===== src/rtl/grf_wb_arbiter.sv =====
// grf_wb_arbiter: shares the GRF write port between the W stage and a
// long-latency unit. Long-latency results wait in a small FIFO. A pending
// scoreboard tracks registers with outstanding writes. A starvation counter
// requests a W-stage bubble so that buffered results always drain.
module grf_wb_arbiter #(
    parameter int DEPTH    = 2,
    parameter int MAX_WAIT = 4
) (
    input  logic        clk,
    input  logic        reset,
    input  logic        pipe_we,
    input  logic [4:0]  pipe_a3,
    input  logic [31:0] pipe_wd,
    input  logic [31:0] pipe_pc4,
    input  logic        issue_valid,
    input  logic [4:0]  issue_a3,
    input  logic        lu_valid,
    output logic        lu_ready,
    input  logic [4:0]  lu_a3,
    input  logic [31:0] lu_wd,
    input  logic [31:0] lu_pc4,
    output logic        grf_we,
    output logic [4:0]  grf_a3,
    output logic [31:0] grf_wd,
    output logic [31:0] grf_pc4,
    output logic [31:0] pending,
    output logic        stall_req
);

    localparam int            AW   = $clog2(DEPTH);
    localparam int            CW   = AW + 1;
    localparam logic [CW-1:0] FULL = CW'(DEPTH);
    localparam logic [3:0]    WMAX = 4'(MAX_WAIT);

    // Result storage; holds data only, so it carries no reset.
    logic [4:0]    mem_a3  [DEPTH];
    logic [31:0]   mem_wd  [DEPTH];
    logic [31:0]   mem_pc4 [DEPTH];

    logic [AW-1:0] wr_ptr;
    logic [AW-1:0] rd_ptr;
    logic [CW-1:0] count;
    logic [3:0]    wait_cnt;
    logic [3:0]    wait_next;
    logic [31:0]   pending_next;
    logic          fifo_empty;
    logic          push;
    logic          pop;

    // Saturating increment of the starvation counter.
    function automatic logic [3:0] sat_inc(input logic [3:0] v);
        return (v == WMAX) ? v : v + 4'd1;
    endfunction

    assign fifo_empty = (count == '0);
    // Gated by reset so that the handshake is closed while reset is held.
    assign lu_ready   = reset & (count < FULL);
    // Results for $0 complete the handshake but never occupy a slot.
    assign push       = lu_valid & lu_ready & (lu_a3 != 5'd0);
    // The FIFO head only gets the port in cycles the W stage leaves free.
    assign pop        = reset & ~pipe_we & ~fifo_empty;

    // Write-port mux: W stage first, then the FIFO head, otherwise idle.
    always_comb begin
        grf_we  = 1'b0;
        grf_a3  = 5'd0;
        grf_wd  = 32'd0;
        grf_pc4 = 32'd0;
        if (reset) begin
            if (pipe_we) begin
                grf_we  = 1'b1;
                grf_a3  = pipe_a3;
                grf_wd  = pipe_wd;
                grf_pc4 = pipe_pc4;
            end else if (!fifo_empty) begin
                grf_we  = 1'b1;
                grf_a3  = mem_a3[rd_ptr];
                grf_wd  = mem_wd[rd_ptr];
                grf_pc4 = mem_pc4[rd_ptr];
            end
        end
    end

    // Capture an accepted long-latency result at the tail slot.
    always_ff @(posedge clk) begin
        if (push) begin
            mem_a3[wr_ptr]  <= lu_a3;
            mem_wd[wr_ptr]  <= lu_wd;
            mem_pc4[wr_ptr] <= lu_pc4;
        end
    end

    // FIFO pointers and occupancy; pointers wrap naturally at DEPTH.
    always_ff @(posedge clk or negedge reset) begin
        if (!reset) begin
            wr_ptr <= '0;
            rd_ptr <= '0;
            count  <= '0;
        end else begin
            if (push) wr_ptr <= wr_ptr + 1'b1;
            if (pop)  rd_ptr <= rd_ptr + 1'b1;
            case ({push, pop})
                2'b10:   count <= count + 1'b1;
                2'b01:   count <= count - 1'b1;
                default: count <= count;
            endcase
        end
    end

    // Scoreboard update: a drain clears, a new issue sets, and set wins.
    always_comb begin
        pending_next = pending;
        if (pop) pending_next[mem_a3[rd_ptr]] = 1'b0;
        if (issue_valid && (issue_a3 != 5'd0)) pending_next[issue_a3] = 1'b1;
        pending_next[0] = 1'b0;
    end

    // Register the scoreboard seen by the hazard unit.
    always_ff @(posedge clk or negedge reset) begin
        if (!reset) pending <= 32'd0;
        else        pending <= pending_next;
    end

    // Count consecutive cycles the FIFO head lost arbitration.
    always_comb begin
        if (pop || fifo_empty) wait_next = 4'd0;
        else if (pipe_we)      wait_next = sat_inc(wait_cnt);
        else                   wait_next = wait_cnt;
    end

    // Starvation counter and the registered bubble request derived from it.
    always_ff @(posedge clk or negedge reset) begin
        if (!reset) begin
            wait_cnt  <= 4'd0;
            stall_req <= 1'b0;
        end else begin
            wait_cnt  <= wait_next;
            stall_req <= (wait_next == WMAX);
        end
    end

endmodule


===== config.mk =====
export PLATFORM = sky130hd
export DESIGN_NAME = grf_wb_arbiter
export DESIGN_NICKNAME = d
export VERILOG_FILES = /design/src/rtl/grf_wb_arbiter.sv
export SDC_FILE = /design/constraint.sdc
export NUM_CORES = 1
export LEC_CHECK = 0
export ABC_AREA = 1
export CAP_MARGIN = 20
export CORE_MARGIN = 2
export CORE_UTILIZATION = 47
export DETAILED_ROUTE_END_ITERATION = 16
export PLACE_DENSITY_LB_ADDON = 0.12
export SYNTH_ARGS = -nofsm -noshare
export SYNTH_HDL_FRONTEND = slang
export SYNTH_SLANG_ARGS = --single-unit

===== constraint.sdc =====
create_clock -name clk -period 5.4 [get_ports clk]
set_input_delay 1.08 -clock clk [delete_from_list [all_inputs] [get_ports clk]]
set_output_delay 1.08 -clock clk [all_outputs]
set_load 0.02 [all_outputs]

; After elaboration in Yosys (flattened, before gate mapping)
; Memory sizes are Yosys's and may differ from the RTL's.
; Index checks and enable logic that the tools add are counted.
[totals]
regBits = 40
ramBits = 138
input_bits = 148
output_inout_bits = 104
word_cells = 65
memories = 3
[op_classes]
add_sub_neg = 5
order_cmp = 5
eq_ne = 4
muxes = 24
n_bitwise = 10
n_reduce_logical = 8
[mem_list]
columns = memory, words, word_bits, rd, rd_clocked_by_memory_dff, wr, line
row1 = mem_pc4, 2, 32, 1, 0, 1, 38  ; logic [31:0] mem_pc4 [DEPTH];
row2 = mem_wd, 2, 32, 1, 0, 1, 37  ; logic [31:0] mem_wd [DEPTH];
row3 = mem_a3, 2, 5, 1, 0, 1, 36  ; logic [4:0] mem_a3 [DEPTH];
[op_table]
columns = cell, n
row1 = $mux W32, 8
row2 = $and A32 B32 Y32, 1
row3 = $not A32 Y32, 1
row4 = $or A32 B32 Y32, 1
row5 = $mux W5, 3
row6 = $lt A5 B6 Y1 const B, 2
row7 = $mux W4, 3
row8 = $demux W1 S5, 2
row9 = $ge A5 B1 Y1 const B, 2
row10 = $reduce_bool A5 Y1, 2
row11 = $eq A4 B3 Y1 const B, 2
row12 = $mux W1, 7
row13 = $and A1 B1 Y1, 5
row14 = $add A4 B1 Y4 const B, 1
row15 = $pmux W2 S2, 1
row16 = $logic_and A1 B1 Y1, 3
row17 = $add A1 B1 Y1 const B, 2
row18 = $add A2 B1 Y2 const B, 1
row19 = $eq A2 B1 Y1 const B, 1
row20 = $eq A2 B2 Y1 const B, 1
row21 = $logic_not A2 Y1, 1
row22 = $lt A2 B2 Y1 const B, 1
row23 = $not A1 Y1, 2
row24 = $reduce_bool A2 Y1, 1
row25 = other kinds (2), 2

; Depth between registers and ports, before layout
; An unclocked memory read counts as a cell.
[logic_depth]
depth_word = 10
ltp_mapped = 10

; Worst setup path before layout
; Ideal clock, no wire load.
[synth_path]
kind = in2reg
from = in reset
to = mem mem_a3[1][0] (enable)
arrival_time_ps = 4393
path_slack_ps = 510
path_stages = 4
path_cell_list = buf_2 > and3_1 > nand2_1 > nor2_1
[synth_via]
elab_chain_len = 5
[synth_lines]
columns = element, line
row1 = start: declaration, 10  ; input logic reset,
row2 = $and A1 B1 Y1, 57  ; assign lu_ready = reset & (count < FULL);
row3 = $and A1 B1 Y1 (2 in series), 59  ; assign push = lu_valid & lu_ready & (lu_a3 != 5'd0);
row4 = $mux W1, 86  ; if (push) begin
row5 = $mux W1 (not written as such), 87  ; mem_a3[wr_ptr] <= lu_a3;
row6 = end: declaration, 36
; No other way between the ends.

; Worst setup path after layout
[layout_path]
from = in reset
to = out grf_wd[10]
[layout_via]
elab_chain_len = 1
[layout_lines]
columns = element, line
row1 = $mux W32, 69  ; if (reset) begin
row2 = end: declaration, 24  ; output logic [31:0] grf_wd,
; No other way between the ends.

==> impl_metrics.ini <==
[hold_path]
min_to = pending[12]
min_from = pending[12]
whs_path_depth = 2
worstHoldPathType = flip-flop to flip-flop

[route]
postRouteAntennaNets = 0
vias = 5904
drt-total-wl_um = 19000
wl_per_cell_um = 16.7
drt-pass1-iter-count = 5
drc = 0
drt_iter0_drc = 388
vias_per_cell = 5.17

[floorplanning]
placementRows = 47
dieWidth_um = 133
start_util = 0.478
io_pins = 252
die_area_mm2 = 0.0178
die_y_um = 133
coreArea_mm2 = 0.0165

[timing]
fin_skew_ps = 7.42
rsz0062_at_grt = no
period_share = 0.835
hold_violations = 0
fin_hold_ws_ps = 474
fin_tns_setup_ps = 0
relSlewSlack = 0.446
final_max_slew_viol_count = 0
tightestPinTransition_ps = 831
max_freq_mhz = 222
setup_viol = 0
fin_crit_ps = 4510

[global_route]
grt_overflow_total = 0
antenna_found_initial = 0
grt_pass1_vias = 5876
grt.total_usage = 0.217
grt_pass1_wl_um = 29900
grt_max_degree = 79

[clocking]
clock_tree.root_cell = clkbuf_16
clk_pin_slew_ps = 70
post_cts_buffers = 0
cts_tree = built
cts.sinks = 178
ctsResizeCount = 0
htreeDepth = 4
clock_latency_ps = 420
cts_buffers = 17
clockBufferDepth = 2
ctsHoldBuffers = 0

[yosys]
ys_seq_elements = 178
synth_warnings = 0
muxShareOfSynthArea = 0.0813
synth_seq_area_share = 0.653
yosys.area_share.simple = 0.154
synth-xor-area-share = 0.00334
yosysUniqueCellTypes = 29
syn_area_per_cell_um2 = 11.8
synthAdderAreaFrac = 0.00477
synth_top_family_by_area = simple AND/OR/NAND/NOR gates
synth_nets = 816
synth_compound_area_frac = 0.0618
syn_area_mm2 = 0.00788
syn_inst = 665

[worst_setup_path]
setup.worst_path.start_class = primary input
regToRegStartpoint = count[1]
r2r_cells = 5
cp_max_fo = 47
path_buf_inv = 4
cp-end-kind = output pin
cpMaxStageDelayCell = clkdlybuf4s50_1
path_cells = buf_4 -> nand2_2 -> nor2_8 -> inv_2 -> buf_4 -> o21ai_0 -> clkdlybuf4s50_1
startpoint = reset
cpMostUsedCell = buf_4
reg2reg_to = mem_pc4[1][13]
crit_family = buffers and inverters
slowest_delay_ps = 580
critPathArrivalTime_ps = 3430
worstPathRequired_ps = 4320
worstSetupPathType = primary input to output pin
rrSetupSlack_ps = 3350

[cells_and_area]
final_common_cell = clkdlybuf4s50_1
area_delta_synth_final_pct = 40.7
diodes = 0
nFillCells = 1198
instances_no_fill = 1142
nNetsFinal = 1060
multi_input_area_mm2 = 0.00241
drive_gt1_frac = 0.0933
final_cell_mix = 248 x clkdlybuf4s50_1, 161 x nand2_1, 138 x edfxtp_1, 78 x nand3_1, 64 x mux2i_1
seq_area_mm2 = 0.00515

[run]
maxCapViolCount = 0

[power_and_ir_drop]
p_total_mw = 4.63
powerDensity_mw_per_mm2 = 418
leakagePower_nw = 4.27
vdd_drop_max_mv = 0.245

[run_status]
outcome = completed

[placed_design]
hpwlAfterDp_um = 13600
gp_congestion = 0.859
dp_cells = 1110
numPortBuffers = 250
## flip-flops by register name (all words and copies together), names as in the netlist
| register | flops |
|---|---|
| mem_pc4 | 64 |
| mem_wd | 64 |
| pending | 31 |
| mem_a3 | 10 |
| wait_cnt | 4 |
| count | 2 |
| rd_ptr | 1 |
| stall_req | 1 |
| wr_ptr | 1 |
## worst reg2reg max path, stage by stage, from the launching register on
cell and delay (ps):
dfrtp_1 410, inv_1 100, and3_1 170, nand2_1 140, nor2_4 580, buf_4 350
## where the power goes
group / internal, mW / switching (mW) / leakage (nW)
clock: 0.602 / 0.531 / 0.264
combinational: 0.726 / 0.869 / 2.28
sequential: 1.73 / 0.175 / 1.73
## per-stage QoR
stage | utilization | instance area (um2) | setup WS (ps)
after global placement | 0.640 | 10500 | 970
final | 0.673 | 11100 | 889
after floorplan | - | 7880 | 510
after detailed placement | 0.640 | 10500 | 828
after CTS | 0.673 | 11100 | 815
after global routing | 0.673 | 11100 | 692
## cell type report
class                      instances  share of cell area
multi-input combinational        424               0.218
inverter                          30              0.0102
clock buffer                      17              0.0384
tap                              220              0.0248
sequential                       178               0.465
clock inverter                    15              0.0111
timing repair buffer             258               0.233
## synth_stat cells, drive strengths merged
master | instances | area share
nand3 | 78 | 0.050
conb | 1 | 0.00048
xnor2 | 1 | 0.0011
o21ai | 71 | 0.060
dfrtp | 40 | 0.13
nor4 | 1 | 0.00079
ha | 3 | 0.0048
clkbuf | 14 | 0.0071
xor2 | 2 | 0.0022
edfxtp | 138 | 0.53
mux2i | 64 | 0.081
inv | 30 | 0.014
a21oi | 3 | 0.0019
nor3 | 7 | 0.0044
and3 | 1 | 0.00079
nor2 | 26 | 0.018
buf | 19 | 0.020
nand2 | 163 | 0.078
nand4 | 3 | 0.0024
## logic make-up after synthesis
family / after synthesis
adder cells (fa/ha/maj): 3
other: 1
AO/OA/AOI/OAI: 74
XOR/XNOR: 3
flip-flops: 178
buffers and inverters: 63
multiplexers: 64
AND/OR/NAND/NOR: 279
## worst max-delay path by stage
stage | endpoint | slack (ps) | cells after the start
6_report | grf_wd[10] | 890 | 7
5_1_grt | grf_wd[10] | 690 | 7
4_1_cts | grf_wd[10] | 820 | 7
2_1_floorplan | mem_a3[1][0] | 510 | 4
3_5_place_dp | grf_wd[14] | 830 | 7
3_3_place_gp | grf_wd[28] | 970 | 7
## metal layers
layer,vias up,global-route usage,part of all wire
met2,221,0.396,0.53
li1,2846,-,-
met4,0,0.0567,0.0099
met5,-,0,0
met1,2822,0.255,0.39
met3,15,0.0559,0.068
(Power assumes the default switching activity.)
